--- src/rtl/ground_collider_scanner_pkg.sv ---
// Shared types and constants for the ground-collider scanner family.
package ground_collider_scanner_pkg;

   // Screen coordinate width and the widened width used for sum/compare.
   localparam int unsigned COORD_W     = 10;
   localparam int unsigned WIDE_W      = 11;

   // Pixels the player's feet may sit below a platform top and still stand on it.
   localparam int unsigned SNAP_MARGIN = 2;

   typedef enum logic [2:0] {
      ST_IDLE = 3'd0,
      ST_REQ  = 3'd1,
      ST_WAIT = 3'd2,
      ST_EVAL = 3'd3,
      ST_DONE = 3'd4
   } scan_state_t;

endpackage : ground_collider_scanner_pkg

--- src/rtl/ground_collider_scanner_overlap.sv ---
// Combinational test of one platform against the player box.
// Reusable by other collider scanners (ceiling, walls).
module platform_overlap_check
   import ground_collider_scanner_pkg::*;
(
   input  logic [COORD_W-1:0] px_i,
   input  logic [COORD_W-1:0] py_i,
   input  logic [COORD_W-1:0] pw_i,
   input  logic [COORD_W-1:0] ph_i,
   input  logic [COORD_W-1:0] x0_i,
   input  logic [COORD_W-1:0] x1_i,
   input  logic [COORD_W-1:0] y_i,
   input  logic               en_i,
   output logic               eligible_o
);

   logic [WIDE_W-1:0] right_c;
   logic [WIDE_W-1:0] feet_c;
   logic [WIDE_W-1:0] snap_c;

   // Horizontal strict overlap plus feet within the snap window of the top.
   always_comb begin
      right_c    = WIDE_W'(px_i) + WIDE_W'(pw_i);
      feet_c     = WIDE_W'(py_i) + WIDE_W'(ph_i);
      snap_c     = WIDE_W'(y_i) + WIDE_W'(SNAP_MARGIN);
      eligible_o = en_i
                   && (right_c > WIDE_W'(x0_i))
                   && (px_i < x1_i)
                   && (snap_c >= feet_c);
   end

endmodule : platform_overlap_check

--- src/rtl/ground_collider_scanner.sv ---
// Per-frame platform table walk producing the player's ground collider.
// Results are published atomically on entry to DONE, so consumers never
// observe a partially scanned frame.
module ground_collider_scanner
   import ground_collider_scanner_pkg::*;
#(
   parameter int unsigned MAX_PLATFORMS = 8,
   parameter int unsigned IDX_W         = 3,
   parameter int unsigned RD_TIMEOUT    = 15
) (
   input  logic                clk_player_control,
   input  logic                reset,
   input  logic                start_scan,
   input  logic [COORD_W-1:0]  player_pos_x,
   input  logic [COORD_W-1:0]  player_pos_y,
   input  logic [COORD_W-1:0]  player_w,
   input  logic [COORD_W-1:0]  player_h,
   input  logic [3:0]          platform_count,
   output logic                plat_rd_en,
   output logic [IDX_W-1:0]    plat_rd_idx,
   input  logic                plat_rd_valid,
   input  logic [COORD_W-1:0]  plat_x0,
   input  logic [COORD_W-1:0]  plat_x1,
   input  logic [COORD_W-1:0]  plat_y,
   input  logic                plat_enable,
   output logic [COORD_W-1:0]  collider_ground_h_player,
   output logic                is_collider_ground_player,
   output logic                scan_busy,
   output logic                scan_done,
   output logic                rd_timeout
);

   localparam int unsigned CNT_W = IDX_W + 1;
   localparam int unsigned TMO_W = $clog2(RD_TIMEOUT + 1);

   scan_state_t        state_q;
   logic [COORD_W-1:0] px_q, py_q, pw_q, ph_q;
   logic [COORD_W-1:0] x0_q, x1_q, y_q;
   logic               en_q;
   logic [CNT_W-1:0]   n_q;
   logic [IDX_W-1:0]   idx_q;
   logic [TMO_W-1:0]   wait_cnt_q;
   logic [COORD_W-1:0] best_q;
   logic               found_q;

   logic [COORD_W-1:0] best_d;
   logic               found_d;
   logic [CNT_W-1:0]   n_d;
   logic               last_c;
   logic               eligible_c;

   platform_overlap_check u_overlap (
      .px_i       (px_q),
      .py_i       (py_q),
      .pw_i       (pw_q),
      .ph_i       (ph_q),
      .x0_i       (x0_q),
      .x1_i       (x1_q),
      .y_i        (y_q),
      .en_i       (en_q),
      .eligible_o (eligible_c)
   );

   // Clamped entry count, running-best update and last-entry detect.
   always_comb begin
      n_d     = (32'(platform_count) > MAX_PLATFORMS) ? CNT_W'(MAX_PLATFORMS)
                                                      : CNT_W'(platform_count);
      best_d  = best_q;
      found_d = found_q;
      if (eligible_c && (!found_q || (y_q < best_q))) begin
         best_d  = y_q;
         found_d = 1'b1;
      end
      last_c  = ((CNT_W'(idx_q) + CNT_W'(1)) == n_q);
   end

   // Scan FSM with all outputs registered alongside the state transitions.
   always_ff @(posedge clk_player_control or posedge reset) begin
      if (reset) begin
         state_q                   <= ST_IDLE;
         px_q                      <= '0;
         py_q                      <= '0;
         pw_q                      <= '0;
         ph_q                      <= '0;
         x0_q                      <= '0;
         x1_q                      <= '0;
         y_q                       <= '0;
         en_q                      <= 1'b0;
         n_q                       <= '0;
         idx_q                     <= '0;
         wait_cnt_q                <= '0;
         best_q                    <= '0;
         found_q                   <= 1'b0;
         plat_rd_en                <= 1'b0;
         plat_rd_idx               <= '0;
         collider_ground_h_player  <= '0;
         is_collider_ground_player <= 1'b0;
         scan_busy                 <= 1'b0;
         scan_done                 <= 1'b0;
         rd_timeout                <= 1'b0;
      end else begin
         plat_rd_en <= 1'b0;
         scan_done  <= 1'b0;
         case (state_q)
            ST_IDLE: begin
               if (start_scan) begin
                  px_q       <= player_pos_x;
                  py_q       <= player_pos_y;
                  pw_q       <= player_w;
                  ph_q       <= player_h;
                  n_q        <= n_d;
                  idx_q      <= '0;
                  best_q     <= '0;
                  found_q    <= 1'b0;
                  rd_timeout <= 1'b0;
                  scan_busy  <= 1'b1;
                  if (n_d == '0) begin
                     state_q                   <= ST_DONE;
                     is_collider_ground_player <= 1'b0;
                     collider_ground_h_player  <= '0;
                     scan_done                 <= 1'b1;
                  end else begin
                     state_q     <= ST_REQ;
                     plat_rd_en  <= 1'b1;
                     plat_rd_idx <= '0;
                  end
               end
            end
            ST_REQ: begin
               wait_cnt_q <= '0;
               state_q    <= ST_WAIT;
            end
            ST_WAIT: begin
               if (plat_rd_valid) begin
                  x0_q    <= plat_x0;
                  x1_q    <= plat_x1;
                  y_q     <= plat_y;
                  en_q    <= plat_enable;
                  state_q <= ST_EVAL;
               end else if (wait_cnt_q == TMO_W'(RD_TIMEOUT - 1)) begin
                  // Unanswered entry is evaluated as a forced miss.
                  en_q       <= 1'b0;
                  rd_timeout <= 1'b1;
                  state_q    <= ST_EVAL;
               end else begin
                  wait_cnt_q <= wait_cnt_q + TMO_W'(1);
               end
            end
            ST_EVAL: begin
               best_q  <= best_d;
               found_q <= found_d;
               if (last_c) begin
                  state_q                   <= ST_DONE;
                  is_collider_ground_player <= found_d;
                  collider_ground_h_player  <= found_d ? best_d : '0;
                  scan_done                 <= 1'b1;
               end else begin
                  idx_q       <= idx_q + IDX_W'(1);
                  plat_rd_en  <= 1'b1;
                  plat_rd_idx <= idx_q + IDX_W'(1);
                  state_q     <= ST_REQ;
               end
            end
            ST_DONE: begin
               scan_busy <= 1'b0;
               state_q   <= ST_IDLE;
            end
            default: begin
               scan_busy <= 1'b0;
               state_q   <= ST_IDLE;
            end
         endcase
      end
   end

endmodule : ground_collider_scanner

--- config.mk ---
export PLATFORM = sky130hd
export DESIGN_NAME = ground_collider_scanner
export DESIGN_NICKNAME = d
export VERILOG_FILES = /design/src/rtl/ground_collider_scanner_pkg.sv /design/src/rtl/ground_collider_scanner_overlap.sv /design/src/rtl/ground_collider_scanner.sv
export SDC_FILE = /design/constraint.sdc
export NUM_CORES = 1
export LEC_CHECK = 0
export ABC_CLOCK_PERIOD_IN_PS = 4700
export CAP_MARGIN = 20
export CORE_MARGIN = 2
export CORE_UTILIZATION = 50
export CTS_BUF_LIST = sky130_fd_sc_hd__clkbuf_2 sky130_fd_sc_hd__clkbuf_4 sky130_fd_sc_hd__clkbuf_8
export DETAILED_ROUTE_END_ITERATION = 16
export PLACE_DENSITY = 0.86
export SLEW_MARGIN = 20
export SYNTH_ARGS = -nofsm -noshare
export SYNTH_HDL_FRONTEND = slang
export SYNTH_SLANG_ARGS = --single-unit
--- constraint.sdc ---
create_clock -name clk_player_control -period 4.7 [get_ports clk_player_control]
set_clock_uncertainty 0.05 [all_clocks]
set_input_delay 0.94 -clock clk_player_control [delete_from_list [all_inputs] [get_ports clk_player_control]]
set_output_delay 0.94 -clock clk_player_control [all_outputs]
set_load 0.01 [all_outputs]
==> results of run 1 <==
power breakdown:
group	internal, mW	switching [mW]	total (mW)
Sequential	1.39	0.373	1.76
Clock	0.436	0.397	0.832
Combinational	1.34	1.78	3.12
metrics by stage:
step	util [%]	instance area (um2)	setup WS (ns)	total power [mW]	hold slack, ns
floorplan	-	6620	0.694	4.08	0.400
global placement	58.9	7710	0.493	4.69	0.415
detailed placement	58.9	7710	0.437	4.84	0.417
CTS	61.6	8060	0.379	5.71	0.432
global route	61.6	8060	0.0819	6.29	0.460
finish	61.6	8060	0.348	5.71	0.431
worst min-delay path by stage:
stage	start	to	slack [ns]	cells past startpoint
2_1_floorplan	ph_q[0]	ph_q[0]	0.40	2
3_3_place_gp	py_q[4]	py_q[4]	0.42	2
3_5_place_dp	plat_rd_idx[2]	plat_rd_idx[2]	0.42	1
4_1_cts	plat_rd_idx[2]	plat_rd_idx[2]	0.43	1
5_1_grt	plat_rd_idx[2]	plat_rd_idx[2]	0.46	1
6_report	py_q[4]	py_q[4]	0.43	2
per-layer routing:
layer	vias to the layer above	wire (um)	global-route usage, %
li1	2714	-	-
met1	2656	7000	29.6
met2	174	7160	37.8
met3	27	821	5.99
met4	0	246	7.66
met5	-	0	0
cell type report:
class | count | area [um2] | share of cell area, %
Sequential cell | 114 | 2850 | 35.4
Inverter | 47 | 179 | 2.22
Timing Repair Buffer | 102 | 1010 | 12.5
Tap cell | 176 | 220 | 2.73
Clock buffer | 26 | 320 | 3.98
Clock inverter | 6 | 30.0 | 0.373
Multi-Input combinational cell | 534 | 3450 | 42.8
cells by family after synthesis:
| group | count (synthesis) | share of synthesized area (%) |
|---|---|---|
| flops | 114 | 43.1 |
| mux | 11 | 1.85 |
| compound gates | 155 | 15.8 |
| xor+xnor | 28 | 3.71 |
| fa+ha+maj | 65 | 12.5 |
| simple gates | 275 | 18.1 |
| buf+inv | 80 | 4.92 |
registers in the layout, summed over array words and instances (netlist names), 4 cells and up:
| signal | flops |
|---|---|
| collider_ground_h_player | 10 |
| x0_q | 10 |
| x1_q | 10 |
| n_q | 4 |
| y_q | 10 |
| wait_cnt_q | 4 |
| py_q | 10 |
| ph_q | 10 |
| best_q | 10 |
| px_q | 10 |
| pw_q | 10 |
cell usage in the layout, fill, tap and decap left out, types with 5 or more instances in the layout:
| cell | n |
|---|---|
| a211oi_1 | 5 |
| a21o_1 | 10 |
| a21oi_1 | 24 |
| a22oi_1 | 10 |
| a32oi_1 | 10 |
| buf_4 | 6 |
| clkbuf_4 | 6 |
| clkbuf_8 | 20 |
| clkdlybuf4s50_1 | 96 |
| clkinv_2 | 6 |
| dfrtp_1 | 114 |
| ha_1 | 63 |
| inv_1 | 46 |
| mux2_2 | 8 |
| nand2_1 | 171 |
| nand2b_1 | 7 |
| nand3_1 | 29 |
| nand4_1 | 15 |
| nor2_1 | 22 |
| nor3_1 | 8 |
| o211ai_1 | 12 |
| o21ai_0 | 48 |
| xnor2_1 | 14 |
| xor2_1 | 14 |
worst max-delay path, cell delays in order (launching register included):
cell	delay [ns]
dfrtp_1	0.39
ha_1	0.23
fa_1	0.43
a211oi_2	0.24
nor2_1	0.09
o31a_1	0.28
o21a_1	0.18
nor2_1	0.11
xnor2_1	0.08
ha_1	0.30
nand4_1	0.13
or3_1	0.39
a21oi_1	0.15
o22ai_1	0.12
or2_1	0.24
a41oi_2	0.57
a22oi_1	0.20
==> flow_metrics.tcl, run 1 <==
set metrics [dict create \
    r2r_start "px_q[0]" \
    overflow 0 \
    drt_pass1_iterations 5 \
    area.growth.synth_to_final_pct 21.8 \
    die_y_um 119 \
    clk_latency_ns 0.45 \
    crit_fanout 11 \
    leakage_nw 3.80 \
    num_io_pins 97 \
    cts_root_buffer "clkbuf_8" \
    finalSetupViolCount 0 \
    synth_area_um2 6620 \
    status "finished clean" \
    ctsResizeCount 0 \
    numCtsBuffers 17 \
    setup_tns_ns 0 \
    drc 0 \
    path_class "flop to flop" \
    die_area_um2 14200 \
    grt_pass1_wl_mm 26.0 \
    irDropWorstVdd_v 0.000321 \
    reg2regPathDepth 16 \
    fill_cells 1081 \
    powerDensity_nw_per_um2 709 \
    vias 5571 \
    seq_area_frac_synth_pct 43.1 \
    wirelength_mm 15.2 \
    worst-endpoint-arrival_ns 4.59 \
    fin_crit_sh_pct 92.6 \
    netlist.top_cell.by_area "dfrtp_1" \
    min_path_type "flop to flop" \
    drt-initial-drc-count 382 \
    postRouteAntennaNets 0 \
    start_kind "flop" \
    synth.most_common_cell "nand2_1" \
    grtUsageTotal_pct 23.0 \
    row_count 42 \
    cts-hold-fix-buffers 0 \
    ys_warn_count 0 \
    cts_setup_buffers 0 \
    synth_commonest_cells "nand2_1, dfrtp_1, ha_1" \
    cts_tree "done" \
    tightest_slew_ns 0.991 \
    start_util_pct 50.6 \
    fmax_mhz 230 \
    synthCells 728 \
    critical_path.startpoint "px_q[0]" \
    synth_area_leaders "dfrtp_1, ha_1, nand2_1, o21ai_0, inv_1" \
    die_w_um 119 \
    path_clk_slew_ns 0.06 \
    cts_buffer_depth 2 \
    cts_max_level 4 \
    core_um2 13100 \
    synth_cell_types 57 \
    drive_gt1_share_pct 6.88 \
    syn_area_per_cell_um2 9.09 \
    antenna_found_initial 0 \
    endpoint_kind "flop" \
    rsz0062_at_grt "false" \
    grt_pass1_vias 5603 \
    rr_endpoint "collider_ground_h_player[7]" \
    finalCriticalPeriod_ns 4.35 \
    fin_cells 1005 \
    final_max_slew_viol_count 0 \
    synth_nets 872 \
    gp_congestion 0.889 \
    ys_ff_latch 114 \
    viasPerCell 5.54 \
    synthArstFlopShare_pct 100 \
    hpwl_mm 10.7 \
    slew_headroom_pct 33.8 \
    portBuffers 96 \
    endpoint "collider_ground_h_player[7]" \
    synth_edf_count 0 \
    crit_required_ns 4.94 \
    rrSetupSlack_ns 0.35 \
    finalHoldViolCount 0 \
    grt_max_degree 58 \
    synthFlopType "dfrtp_1" \
    maxCapViolCount 0 \
    netlist.area_leader.share_pct 43.1 \
    fin_nets 960 \
    clkSinkCount 114 \
    wire_per_inst_um 15.2 \
    numPlacedInstances 973 \
    antennaDiodeCount 0 \
]
No activity file was read; power rests on OpenSTA's default activity.
==> run 2, diff against run 1 <==
--- a/config.mk
+++ b/config.mk
@@ -5,13 +5,14 @@
 export SDC_FILE = /design/constraint.sdc
 export NUM_CORES = 1
 export LEC_CHECK = 0
+export ABC_AREA = 1
 export ABC_CLOCK_PERIOD_IN_PS = 4700
 export CAP_MARGIN = 20
 export CORE_MARGIN = 2
 export CORE_UTILIZATION = 50
 export CTS_BUF_LIST = sky130_fd_sc_hd__clkbuf_2 sky130_fd_sc_hd__clkbuf_4 sky130_fd_sc_hd__clkbuf_8
 export DETAILED_ROUTE_END_ITERATION = 16
-export PLACE_DENSITY = 0.86
+export PLACE_DENSITY = 0.87
 export SLEW_MARGIN = 20
 export SYNTH_ARGS = -nofsm -noshare
 export SYNTH_HDL_FRONTEND = slang
==> run 2 against run 1 <==
Power is 0.69% higher; via count decreased by 0.90%; clock power increased by 9.3%; critical path depth up 9; count of clock-buffer cells in the layout down 5; maximum frequency grew 9.0%; sequential share of layout area grew 0.061 points; largest cell class unchanged; largest power group unchanged; highest routed layer unchanged.
==> flow_metrics.tcl, run 2 <==
set metrics [dict create \
    critPathMostFrequentCell "nand2_1" \
    synthArstFlopShare_pct 100 \
    num_io_pins 97 \
    synth_commonest_cells "nand2_1, dfrtp_1, inv_1" \
    start_kind "flop" \
    overflow 0 \
    worst-endpoint-arrival_ns 4.27 \
    antennaDiodeCount 0 \
    vias 5521 \
    area.growth.synth_to_final_pct 23.3 \
    maxCapViolCount 0 \
    crit_required_ns 4.98 \
    min_path_type "flop to flop" \
    synth_area_leaders "dfrtp_1, nand2_1, ha_1, inv_1, o21ai_0" \
    crit_fanout 12 \
    gp_congestion 0.896 \
    synth_cell_types 42 \
    leakage_nw 4.15 \
    synth.most_common_cell "nand2_1" \
    die_area_um2 14000 \
    numCtsBuffers 17 \
    drt-initial-drc-count 330 \
    status "finished clean" \
    tightest_slew_ns 0.937 \
    core_um2 12700 \
    synthFlopType "dfrtp_1" \
    die_w_um 118 \
    wirelength_mm 14.4 \
    grt_pass1_wl_mm 24.4 \
    ys_warn_count 0 \
    die_y_um 118 \
    powerDensity_nw_per_um2 715 \
    synthCells 811 \
    crit_slowest_cell "fa_1" \
    viasPerCell 5.04 \
    portBuffers 96 \
    path_clk_slew_ns 0.07 \
    seq_area_frac_synth_pct 43.7 \
    finalSetupViolCount 0 \
    cp_top_family "simple AND/OR/NAND/NOR gates" \
    synth_nets 955 \
    most-common-layout-cells "nand2_1, dfrtp_1, clkdlybuf4s50_1" \
    fin_crit_sh_pct 85.0 \
    synth_edf_count 0 \
    fmax_mhz 250 \
    drt_pass1_iterations 4 \
    fin_nets 1055 \
    row_count 41 \
    cts_tree "done" \
    hpwl_mm 10.5 \
    pre_cts_ws_ns 0.815 \
    ys_ff_latch 114 \
    irDropWorstVdd_v 0.000439 \
    cts_root_buffer "clkbuf_8" \
    drive_gt1_share_pct 5.63 \
    endpoint_kind "flop" \
    clk_latency_ns 0.45 \
    final_max_slew_viol_count 0 \
    netlist.top_cell.by_area "dfrtp_1" \
    finalHoldViolCount 0 \
    grt_max_degree 72 \
    rsz0062_at_grt "false" \
    cts_max_level 4 \
    syn_area_per_cell_um2 8.04 \
    setup_tns_ns 0 \
    netlist.area_leader.share_pct 43.7 \
    wire_per_inst_um 13.1 \
    cts_buffer_depth 2 \
    grtUsageTotal_pct 21.8 \
    fin_cells 1095 \
    clkSinkCount 114 \
    crit_buf_inv 1 \
    final.setup.worst_slack_ns 0.706 \
    synth_area_um2 6520 \
    start_util_pct 51.5 \
    layout_commonest_cell "nand2_1" \
    numPlacedInstances 1064 \
    drc 0 \
    finalCriticalPeriod_ns 3.99 \
    antenna_found_initial 0 \
    postRouteAntennaNets 0 \
    ctsResizeCount 0 \
    slew_headroom_pct 37.2 \
    finalPower_mw 5.75 \
    cts_setup_buffers 0 \
    grt_pass1_vias 5415 \
    cts-hold-fix-buffers 0 \
    slowest_delay_ns 0.39 \
    path_class "flop to flop" \
]
-- run 2: power by group --
| group | switching (mW) | leakage (nW) | total [mW] | internal, mW |
|---|---|---|---|---|
| Combinational | 1.90 | 2.50 | 3.17 | 1.27 |
| Sequential | 0.292 | 1.46 | 1.67 | 1.38 |
| Clock | 0.407 | 0.190 | 0.909 | 0.503 |
-- run 2: cell type report --
type                       instances  area (um2)
clock inverter                    10         110
sequential                       114        2850
multi-input combinational        585        3240
timing repair buffer             102        1010
fill                            1107        4630
inverter                          91         344
tap                              172         215
clock buffer                      21         277
-- run 2: worst paths after layout --
check	slack [ns]	startpoint	depth (start not counted)	end
setup / recovery	0.71	py_q[0]	25	best_q[1]
hold / removal	0.43	collider_ground_h_player[5]	2	collider_ground_h_player[5]
setup reg to reg	0.71	py_q[0]	25	best_q[1]
hold reg to reg	0.43	collider_ground_h_player[5]	2	collider_ground_h_player[5]
max in group asynchronous	2.78	reset	3	ph_q[5]
min in group asynchronous	0.98	reset	2	idx_q[0]
-- run 2: worst register-to-register path: stages (launching register included) --
cell	delay, ns
dfrtp_1	0.35
ha_1	0.17
inv_1	0.05
fa_1	0.39
o21ai_0	0.29
nand2_1	0.08
nand2_1	0.06
a21oi_1	0.08
nor2_1	0.09
o21ai_0	0.08
nand2_1	0.11
nand2_1	0.06
nand2_1	0.05
a21oi_1	0.07
ha_1	0.30
nand2_1	0.09
nor2_1	0.15
nand3b_1	0.09
nand4_1	0.09
nand2_1	0.07
a21oi_2	0.39
nand3_2	0.33
nand2_1	0.13
nand2_1	0.09
nand2_1	0.10
nand2_1	0.06
-- run 2: cell families (layout without fill, tap and decap cells) --
family                     Yosys count  in the layout  synth area share, %
buffers and inverters              112            224                 6.73
xor gates and xnor gates            28             28                 3.76
AOI/OAI and AO/OA                   99             99                 8.65
and+or+nand+nor                    393            393                 24.4
adders and majority gates           65             65                 12.7
DFF                                114            114                 43.7
-- run 2: per-stage QoR --
step / utilization (%) / hold WS, ns / cell area (um2)
after floorplan: - / 0.392 / 6520
after global placement: 60.4 / 0.414 / 7660
after detailed placement: 60.4 / 0.417 / 7660
after CTS: 63.5 / 0.435 / 8040
after global routing: 63.5 / 0.450 / 8040
final: 63.5 / 0.433 / 8040
-- run 2: metal layers --
layer	global-route usage (%)	vias to the layer above	share of wire, %
met3	4.87	26	4.5
met5	0	-	0
li1	-	2783	-
met2	35.3	140	47
met4	9.79	0	2.1
met1	27.9	2572	46
==> run 3, diff against run 2 <==
--- a/config.mk
+++ b/config.mk
@@ -6,7 +6,7 @@
 export NUM_CORES = 1
 export LEC_CHECK = 0
 export ABC_AREA = 1
-export ABC_CLOCK_PERIOD_IN_PS = 4700
+export ABC_CLOCK_PERIOD_IN_PS = 3700
 export CAP_MARGIN = 20
 export CORE_MARGIN = 2
 export CORE_UTILIZATION = 50
==> constraint.sdc (replaced) <==
create_clock -name clk_player_control -period 3.7 [get_ports clk_player_control]
set_clock_uncertainty 0.05 [all_clocks]
set_input_delay 0.74 -clock clk_player_control [delete_from_list [all_inputs] [get_ports clk_player_control]]
set_output_delay 0.74 -clock clk_player_control [all_outputs]
set_load 0.01 [all_outputs]
==> run 3 against run 2 <==
Hold slack better by 0.0031 ns; first-iteration DRC count shrank 1.2%; global-route usage rose by 0.41 points; combinational power rose by 33%; maximum frequency grew 17%; non-clock buffer count is 3 higher; critical endpoint is now collider_ground_h_player[5]; largest cell class unchanged; largest power group unchanged.
==> flow_metrics.tcl, run 3 (synthesis gave the netlist of run 2 again) <==
set metrics [dict create \
    antennaDiodeCount 0 \
    cts_buffer_depth 2 \
    path_clk_slew_ns 0.07 \
    row_count 41 \
    endpoint_kind "flop" \
    powerDensity_nw_per_um2 947 \
    p_int_mw 4.38 \
    die_y_um 118 \
    antenna_found_initial 0 \
    portBuffers 96 \
    core_um2 12700 \
    drive_gt1_share_pct 6.90 \
    most-common-layout-cells "nand2_1, dfrtp_1, clkdlybuf4s50_1" \
    area.growth.synth_to_final_pct 26.5 \
    fin_crit_sh_pct 92.1 \
    overflow 0 \
    slew_headroom_pct 56.1 \
    clock_power_share_pct 18.8 \
    clkSinkCount 114 \
    worst-endpoint-arrival_ns 3.75 \
    finalSetupViolCount 0 \
    die_area_um2 14000 \
    crit_slowest_cell "dfrtp_1" \
    postRouteAntennaNets 0 \
    cts_tree "done" \
    fin_nets 1059 \
    die_w_um 118 \
    drt_pass1_iterations 5 \
    status "finished clean" \
    clk_latency_ns 0.45 \
    holdWs_ns 0.436 \
    irDropWorstVdd_v 0.000561 \
    viasPerCell 5.02 \
    leakage_nw 4.25 \
    final_max_slew_viol_count 0 \
    critPathMostFrequentCell "nand2_1" \
    grt_max_degree 63 \
    num_io_pins 97 \
    min_from "ph_q[2]" \
    path_class "flop to flop" \
    min_path_type "flop to flop" \
    fin_util_pct 65.1 \
    finalCriticalPeriod_ns 3.41 \
    maxCapViolCount 0 \
    cts_root_buffer "clkbuf_8" \
    cts-hold-fix-buffers 0 \
    finalHoldViolCount 0 \
    fin_cells 1100 \
    fmax_mhz 294 \
    r2r_start "ph_q[0]" \
    p_seq_share_pct 27.2 \
    critical_path.startpoint "ph_q[0]" \
    drc 0 \
    cts_max_level 4 \
    drt-initial-drc-count 326 \
    start_kind "flop" \
    start_util_pct 51.5 \
    vias 5520 \
    crit_required_ns 4.04 \
    crit_fanout 5 \
    switching_power_mw 3.43 \
    numPlacedInstances 1066 \
    grt_pass1_vias 5539 \
    finalPower_mw 7.81 \
    gp_congestion 0.892 \
    grt_pass1_wl_mm 25.0 \
    wire_per_inst_um 13.3 \
    sw_frac_of_total_pct 43.9 \
    wirelength_mm 14.6 \
    grtUsageTotal_pct 22.2 \
    hpwl_mm 10.7 \
    tightest_slew_ns 0.657 \
    numCtsBuffers 17 \
    share_comb_of_total_power_pct 54.0 \
    layout_commonest_cell "nand2_1" \
    slowest_delay_ns 0.37 \
]
-- run 3: critical path, delay by kind of cell (launching register included) --
| family | cells | cell delay (ns) |
|---|---|---|
| adder cells (fa/ha/maj) | 3 | 0.84 |
| buffers and inverters | 1 | 0.05 |
| AND/OR/NAND/NOR | 15 | 1.27 |
| AO/OA/AOI/OAI | 6 | 0.76 |
| flip-flops | 1 | 0.37 |
-- run 3: cell type report --
cell class                      instances  area (um2)
Sequential cell                       114        2850
Clock inverter                          9         199
Fill cell                            1078        4420
Inverter                               91         345
Multi-Input combinational cell        586        3290
Tap cell                              172         215
Timing Repair Buffer                  105        1040
Clock buffer                           23         304
-- run 3: what timing repair did --
item                                    4_1_cts  5_1_grt
endpoints found under the setup margin        0       22
resized for setup                             0       12
buffers inserted                              0        1
-- run 3: routing by layer --
| metal | part of all wire, % | vias to the layer above | GRT usage, % |
|---|---|---|---|
| met3 | 4.3 | 34 | 5.50 |
| met5 | 0 | - | 0 |
| met2 | 48 | 139 | 37.1 |
| li1 | - | 2796 | - |
| met4 | 2.7 | 0 | 9.49 |
| met1 | 45 | 2551 | 27.3 |
-- run 3: power by group through the flow --
stage	combinational, mW	clock [mW]	sequential (mW)
after floorplan	3.12	0	2.04
after global placement	3.87	0	2.11
after detailed placement	4.03	0	2.13
after CTS	4.12	1.49	2.12
after global routing	4.90	1.54	2.19
final	4.22	1.47	2.12
-- run 3: worst paths after layout --
kind	to	slack, ns	cells past startpoint
worst max-delay path	collider_ground_h_player[5]	0.29	25
worst min-delay path	ph_q[2]	0.44	2
worst max register to register	collider_ground_h_player[5]	0.29	25
worst min register to register	ph_q[2]	0.44	2
max in group asynchronous	collider_ground_h_player[2]	2.19	3
min in group asynchronous	idx_q[0]	0.68	2
-- run 3: through the flow --
stage	TNS, ns	instance area, um2	setup WS, ns
final	0	8250	0.293
after global routing	-0.00824	8250	-0.00824
after CTS	0	8190	0.0851
after detailed placement	0	7690	0.123
after global placement	0	7690	0.275
after floorplan	0	6530	0.554
